[src/rtl/pattern_detector_par.sv]
// Parallel-word pattern detector: masked compare of each qualified word against a
// programmable pattern, N consecutive hits to declare a match, saturating entry count.
module pattern_detector_par #(
    parameter int unsigned WIDTH  = 16,
    parameter int unsigned HOLD_W = 4,
    parameter int unsigned CNT_W  = 8
) (
    input  logic              clk,
    input  logic              rst,
    input  logic              cfg_load,
    input  logic [WIDTH-1:0]  cfg_pattern,
    input  logic [WIDTH-1:0]  cfg_mask,
    input  logic [HOLD_W-1:0] cfg_hold,
    input  logic              clr_count,
    input  logic              in_valid,
    input  logic [WIDTH-1:0]  x,
    output logic              z,
    output logic              rise,
    output logic [CNT_W-1:0]  match_count
);

    typedef enum logic [1:0] {
        NOMATCH = 2'd0,
        ARMING  = 2'd1,
        MATCH   = 2'd2
    } state_t;

    state_t              state_q,   state_d;
    logic [HOLD_W-1:0]   run_q,     run_d;
    logic [WIDTH-1:0]    pattern_q, pattern_d;
    logic [WIDTH-1:0]    mask_q,    mask_d;
    logic [HOLD_W-1:0]   hold_q,    hold_d;
    logic [CNT_W-1:0]    count_q,   count_d;
    logic                rise_q,    rise_d;

    logic                hit;
    logic                miss;
    logic                entry;
    logic [HOLD_W-1:0]   run_inc;

    assign hit     = in_valid && (((x ^ pattern_q) & mask_q) == '0);
    assign miss    = in_valid && !hit;
    assign run_inc = run_q + HOLD_W'(1);

    // State register
    always_ff @(posedge clk) begin
        if (rst) begin
            state_q   <= NOMATCH;
            run_q     <= '0;
            pattern_q <= '0;
            mask_q    <= '1;
            hold_q    <= HOLD_W'(1);
            count_q   <= '0;
            rise_q    <= 1'b0;
        end else begin
            state_q   <= state_d;
            run_q     <= run_d;
            pattern_q <= pattern_d;
            mask_q    <= mask_d;
            hold_q    <= hold_d;
            count_q   <= count_d;
            rise_q    <= rise_d;
        end
    end

    // Next-state logic
    always_comb begin
        state_d   = state_q;
        run_d     = run_q;
        pattern_d = pattern_q;
        mask_d    = mask_q;
        hold_d    = hold_q;

        if (cfg_load) begin
            pattern_d = cfg_pattern;
            mask_d    = cfg_mask;
            // hold is stored already clamped, so the FSM never sees zero
            hold_d    = (cfg_hold == '0) ? HOLD_W'(1) : cfg_hold;
            state_d   = NOMATCH;
            run_d     = '0;
        end else begin
            unique case (state_q)
                NOMATCH: begin
                    if (hit) begin
                        if (hold_q == HOLD_W'(1)) begin
                            state_d = MATCH;
                        end else begin
                            state_d = ARMING;
                            run_d   = HOLD_W'(1);
                        end
                    end
                end
                ARMING: begin
                    if (hit) begin
                        if (run_inc == hold_q) begin
                            state_d = MATCH;
                            run_d   = '0;
                        end else begin
                            run_d   = run_inc;
                        end
                    end else if (miss) begin
                        state_d = NOMATCH;
                        run_d   = '0;
                    end
                end
                MATCH: begin
                    if (miss) begin
                        state_d = NOMATCH;
                        run_d   = '0;
                    end
                end
                default: begin
                    state_d = NOMATCH;
                    run_d   = '0;
                end
            endcase
        end
    end

    // Entry detection and the saturating event counter; an entry outranks a clear
    always_comb begin
        entry   = (state_d == MATCH) && (state_q != MATCH);
        rise_d  = entry;
        count_d = count_q;
        if (entry) begin
            if (clr_count) begin
                count_d = CNT_W'(1);
            end else if (count_q != '1) begin
                count_d = count_q + CNT_W'(1);
            end
        end else if (clr_count) begin
            count_d = '0;
        end
    end

    // Output logic
    always_comb begin
        z           = (state_q == MATCH);
        rise        = rise_q;
        match_count = count_q;
    end

endmodule

[config.mk]
export PLATFORM = sky130hd
export DESIGN_NAME = pattern_detector_par
export DESIGN_NICKNAME = d
export VERILOG_FILES = /design/src/rtl/pattern_detector_par.sv
export SDC_FILE = /design/constraint.sdc
export NUM_CORES = 1
export LEC_CHECK = 0
export ABC_AREA = 1
export CELL_PAD_IN_SITES_DETAIL_PLACEMENT = 1
export CELL_PAD_IN_SITES_GLOBAL_PLACEMENT = 1
export CORE_UTILIZATION = 30
export DETAILED_ROUTE_END_ITERATION = 7
export PLACE_DENSITY_LB_ADDON = 0.1
export SLEW_MARGIN = 15
export SYNTH_ARGS = -nofsm -noshare
export SYNTH_HDL_FRONTEND = slang
export SYNTH_SLANG_ARGS = --single-unit
[constraint.sdc]
create_clock -name clk -period 2.4 [get_ports clk]
set_input_delay 0.48 -clock clk [delete_from_list [all_inputs] [get_ports clk]]
set_output_delay 0.48 -clock clk [all_outputs]
set_load 0.02 [all_outputs]
After elaboration in Yosys (flattened, before gate mapping)
Cells that the tools add are included.
- bitwise gates (word level): 2
- $add $sub $neg: 2
- eq/ne operators: 9
- mux-type cells: 18
- reductions and logical operators: 12
- operator list (kind ; number):
    $mux 8 ; 4
    $mux 4 ; 6
    $and 16x16->16 ; 1
    $logic_not 16->1 ; 1
    $xor 16x16->16 ; 1
    $mux 2 ; 6
    $pmux 4 s3 ; 1
    $add 8x1->8 const B ; 1
    $ne 8x8->1 const B ; 1
    $ne 2x2->1 const B ; 3
    $pmux 2 s3 ; 1
    $add 4x1->4 const B ; 1
    $eq 2x2->1 const B ; 2
    $eq 4x1->1 const B ; 1
    $eq 4x4->1 ; 1
    $logic_not 4->1 ; 1
    $reduce_and 2->1 ; 2
    $reduce_bool 2->1 ; 2
    $logic_and 1x1->1 ; 3
    $eq 2x1->1 const B ; 1
    $logic_not 2->1 ; 1
    $reduce_or 2->1 ; 1
    $logic_not 1->1 ; 1
- register bits after elaboration: 51
- word-level logic and storage cells: 50
- output and inout bits: 10
- input bits: 57

Longest topological paths before layout
- word-level depth: 14
- depth in mapped cells: 15
- depth with buffers taken out: 15

Least setup slack after synthesis
Ideal clock, no wire load.
- path kind: flip-flop to flip-flop
- from: register run_q[0]
- to: register count_q[0], in the netlist match_count[0]
- library setup time: 67 ps
- clock period less this slack: 1712 ps
- stages on the path, launching flop included: 13
- arrival: 1645 ps
- data required time: 2333 ps
- buffers on the path: 0
- slack: 688 ps
- cell sequence: dfxtp_1 ha_1 xnor2_1 o21ai_2 nor2_4 nand3_2 nand2_2 nand2_2 nand2_4 nand3_4 nand2_2 nand2_1 a21oi_2
- cells in the longest elaborated chain, start to end: 10
- elaborated cells on any way between the ends: 11
- those cells by class: 1 x add/sub; 2 x eq/ne; 5 x mux; 3 x reduce/logical
- ends and longest elaborated chain (element ; RTL line ; text):
    start: declaration ; 29 ; logic [HOLD_W-1:0] run_q, run_d;
    start signal: assignment ; 57 ; run_q <= run_d;
    $add 4x1->4 * ; 43 ; assign run_inc = run_q + HOLD_W'(1);
    $eq 4x4->1 * ; 95 ; if (run_inc == hold_q) begin
    $mux 2 * ; 95 ;
    $mux 2 * ; 94 ; if (hit) begin
    $pmux 2 s3 * ; 82 ; unique case (state_q)
    $mux 2 * ; 74 ; if (cfg_load) begin
    $eq 2x2->1 * ; 122 ; entry = (state_d == MATCH) && (state_q != MATCH);
    $logic_and 1x1->1 * ; 122 ;
    $reduce_bool 2->1 (no line) ; - ;
    $reduce_and 2->1 (no line) ; - ;
    end signal: assignment ; 61 ; count_q <= count_d;
    end: declaration ; 33 ; logic [CNT_W-1:0] count_q, count_d;
Mark *: on every way between the ends. The rest lies on a longest branch, timed or not.
A chain may end at the register's enable or synchronous reset.

Worst setup path in the final report
- from: input port x[8]
- to: register count_q[7], in the netlist match_count[7]
- cells in the longest elaborated chain, start to end: 14
- elaborated cells on any way between the ends: 16
- those cells by class: 1 x eq/ne; 6 x mux; 2 x bitwise; 7 x reduce/logical
- ends and longest elaborated chain (element ; RTL line ; text):
    start: declaration ; 16 ; input logic [WIDTH-1:0] x,
    $xor 16x16->16 * ; 41 ; assign hit = in_valid && (((x ^ pattern_q) & mask_q) == '0);
    $and 16x16->16 * ; 41 ;
    $logic_not 16->1 * ; 41 ;
    $logic_and 1x1->1 * ; 41 ;
    $logic_not 1->1 ; 42 ; assign miss = in_valid && !hit;
    $logic_and 1x1->1 ; 42 ;
    $mux 2 ; 101, 107 ;
    $mux 2 ; 94 ;
    $pmux 2 s3 * ; 82 ;
    $mux 2 * ; 74 ;
    $eq 2x2->1 * ; 122 ;
    $logic_and 1x1->1 * ; 122 ;
    $reduce_bool 2->1 (no line) ; - ;
    $reduce_and 2->1 (no line) ; - ;
Marked as above.

==> metrics.md <==
| Metric | Value |
|---|---|
| Status | finished clean |
| Drt pass-1 iters | 4 |
| Worst Tran Pin Value | approximately 0.50 ns |
| Storage element area | 1021 µm² |
| Core box area | 8763 µm² |
| Syn Inst Count | 423 |
| Largest family of logic cells by synthesized area | simple AND/OR/NAND/NOR gates |
| Worst EP required | 2.64 ns |
| Placed inst area | 3545 µm² |
| ANT nets after route | 0 |
| Worst VDD drop | 222.1 µV |
| Compound-cell area share of the yosys netlist | approximately 11% |
| RD Place Congestion | 0.7236 |
| Slew Limit Fails | 0 |
| First-pass GRT wire length | 13300 µm |
| Dpl hpwl | a little under 6000 µm |
| Slowest cell on crit path | clkdlybuf4s50_1 |
| Max-cap violation count | 0 |
| Vias in the first global route | 2895 |
| Commonest non-fill, non-tap cell in the layout | nand2_1 |
| Data arrival, critical path | 2.28 ns |
| Combinational power share | 18.6% |
| Post-Synth Simple-Gate Area | between 30% and 40% |
| Synth Net Count | 482 |
| Port bufs | 66 |
| Internal power | 1.251 mW |
| DR vias | 2826 |
| Worst hold start | mask_q[4] |
| R2r startpoint | run_q[1] |
| Async S/R FF share, synth | 0% |
| Post-placement setup slack | approximately 0.028 ns |
| Post-Route WL | ~7700 µm |
| P_sw | between 400 and 500 µW |
| CTS Sinks | 51 |
| Fin util | 41.38% |
| Wirelength per Cell | 12.81 µm |
| Sw Share | 27.58% |
| Die height | slightly below 100 µm |
| # setup viols final | 0 |
| Crit path cell chain | clkdlybuf4s50_1, nand2_1, nand3_1, o21ai_0, nor2_1, nand2_1, nor2_4, nand3_2, nand2_4, nand3_4, nand2_2, a21oi_1, nor2_1 |
| Post-Layout Cell Count | 603 |
| RSZ-0062 raised after global routing | false |
| Clock-pin slew on the worst setup and hold paths | 0.09 ns |
| Worst setup path start | x[8] |
| Multi-input gate area | 1456 µm² |
| Layout Nets | 553 |
| Worst Path Max Fanout | 10 |
| Hold Buf Count CTS | 0 |
| Sequential fraction of the synthesis area | 37.53% |
| CP Buf/Inv Count | 1 |
| Mean Syn Cell Area | ~6.4 µm² |
| Distinct cell type count after synthesis | 30 |
| Pwr per Cell Area | 476.2 nW/µm² |
| Min Tclk post-route | ~2 ns |
| Mux contribution to synthesized area | 0% |
| Filler cells | roughly 1.2k |
| I/O pin count | 67 |
| Layout Area Growth over Synthesis | 33.30% |
| Crit path capture type | flop |
| Drt via density | about 4.7 |
| TritonCTS clock tree | yes |
| DRC Markers | 0 |
| Largest net degree at the start of global routing | 32 |
| Cts repair resizes | 0 |
| Initial Utilization | 31.04% |
| Root Buffer | clkbuf_8 |
| Initial antenna violation count | 0 |
| Delay-heaviest family, CP | simple AND/OR/NAND/NOR gates |
| Post-Synth XOR/XNOR Area | 1.288% |
| Period utilization | a little over four fifths |
| Ant diodes | 0 |
| Syn. warnings | 0 |
| Total grt overflow | 0 |
| Placed Instances | 595 |
| Finished Cell Area | between 3000 and 4000 µm² |
| Starting DRT DRC Count | 41 |
| Worst setup margin | approximately 0.36 ns |
| Clock Power Share | between 20 and 30% |
| HP Class | flop to flop |
| Synth Flop Type | dfxtp_1 |
| Startpoint Class | primary input |
| Share of post-route cells with drive strength above 1 | just over 10% |
| Post-synth EDFFs | 0 |
| Worst skew pair latency | 0.30 ns |
| Sequential share of power | 53.0% |
| Area share of fa/ha/maj cells after synthesis | 0.9200% |
| Post-synthesis sequential element count | 51 |
| DIE WIDTH | a little under 100 µm |
| Die ar. | 9452 µm² |
| Setup bufs post-CTS | 0 |
| CP max stage delay | slightly below 0.5 ns |
| Slew margin rel. | 66.73% |
| Leakage | 1.613 nW |
| H-tree levels | 2 |
| Synthesized area | roughly 2700 µm² |
| Max clock buf depth | 2 |
| CP Class | primary input to flop |
| Gr usage total | 17.04% |
| Setup TNS Final | 0 ns |
| Top achievable clock speed | 491.3 MHz |
| Hold violation count in the final report | 0 |
| Most frequent cells in the layout | nand2_1, nor2_1, clkdlybuf4s50_1 |
| TritonCTS Buffers | 5 |
| Skew final | about 0.0051 ns |
| Site Rows | 34 |
[final timing paths]
check	end	slack (ns)	cells after the start
worst max-delay path	match_count[7]	0.36	13
worst min-delay path	mask_q[4]	0.47	2
worst max register to register	match_count[7]	0.52	12
worst min register to register	mask_q[4]	0.47	2
[per-stage QoR]
stage               power, mW  hold slack [ns]
floorplan               1.097           0.4292
global placement        1.252           0.4394
detailed placement      1.260           0.4458
CTS                     1.761           0.4681
global route            1.835           0.4917
finish                  1.727           0.4677
[power groups by stage]
stage          registers, mW  logic [mW]  clock network (mW)
2_1_floorplan          0.928       0.169                   0
3_3_place_gp           0.933       0.319                   0
4_1_cts                0.916       0.328               0.517
3_5_place_dp           0.935       0.324                   0
5_1_grt                0.921       0.364               0.550
6_report               0.915       0.321               0.490
[worst reg2reg max path, stage by stage, from the launching register on]
cell     delay, ns
dfxtp_1       0.41
ha_1          0.29
xnor2_1       0.18
o21ai_2       0.09
nor2_4        0.12
nand3_2       0.08
nand2_2       0.06
nand2_2       0.06
nand2_4       0.10
nand3_4       0.15
nand2_2       0.11
a21oi_1       0.06
nor2_1        0.11
[cell families after synthesis]
logic type,Yosys count
AO/OA/AOI/OAI,59
XOR/XNOR,4
adder cells (fa/ha/maj),2
buffers and inverters,64
flip-flops,51
AND/OR/NAND/NOR,243
[sequential cells by signal, summed over array words and instances (netlist names)]
register,count
mask_q,16
match_count,8
rise,1
hold_q,4
run_q,4
pattern_q,16
state_q,2
[cell type report]
class	instances	area share, %
clock buffers	7	2.105
clock inverters	1	0.1380
inverters	52	5.418
multi-input cells	308	40.17
flip-flops and latches	51	28.16
well taps	108	3.727
repair buffers	76	20.29
[routing by layer]
layer / track usage [%] / wire (µm) / part of all wire [%] / vias to the layer above
met5: 0 / 0 / 0 / -
met4: 4.412 / 77 / 1.0 / 0
met3: 2.878 / 303 / 3.9 / 7
met2: 28.87 / 3496 / 45 / 47
met1: 22.40 / 3846 / 50 / 1305
li1: - / - / - / 1467
[synth_stat cells (2+ instances only)]
master | n | area share [%]
nand4_1 | 4 | 0.92
nor3_1 | 2 | 0.37
nand2_1 | 105 | 14
a21oi_1 | 21 | 3.9
nand2_2 | 10 | 2.3
nand3_2 | 2 | 0.74
nor2_1 | 69 | 9.5
clkbuf_1 | 9 | 1.2
xor2_1 | 3 | 0.97
nor4_1 | 2 | 0.46
o21ai_0 | 29 | 5.3
buf_1 | 2 | 0.28
inv_2 | 4 | 0.55
o21ai_1 | 5 | 0.92
nand3_1 | 35 | 6.4
nor2_2 | 8 | 1.8
inv_1 | 47 | 6.5
nor2_4 | 3 | 1.2
ha_1 | 2 | 0.92
dfxtp_1 | 51 | 38
(Power assumes the default switching activity.)
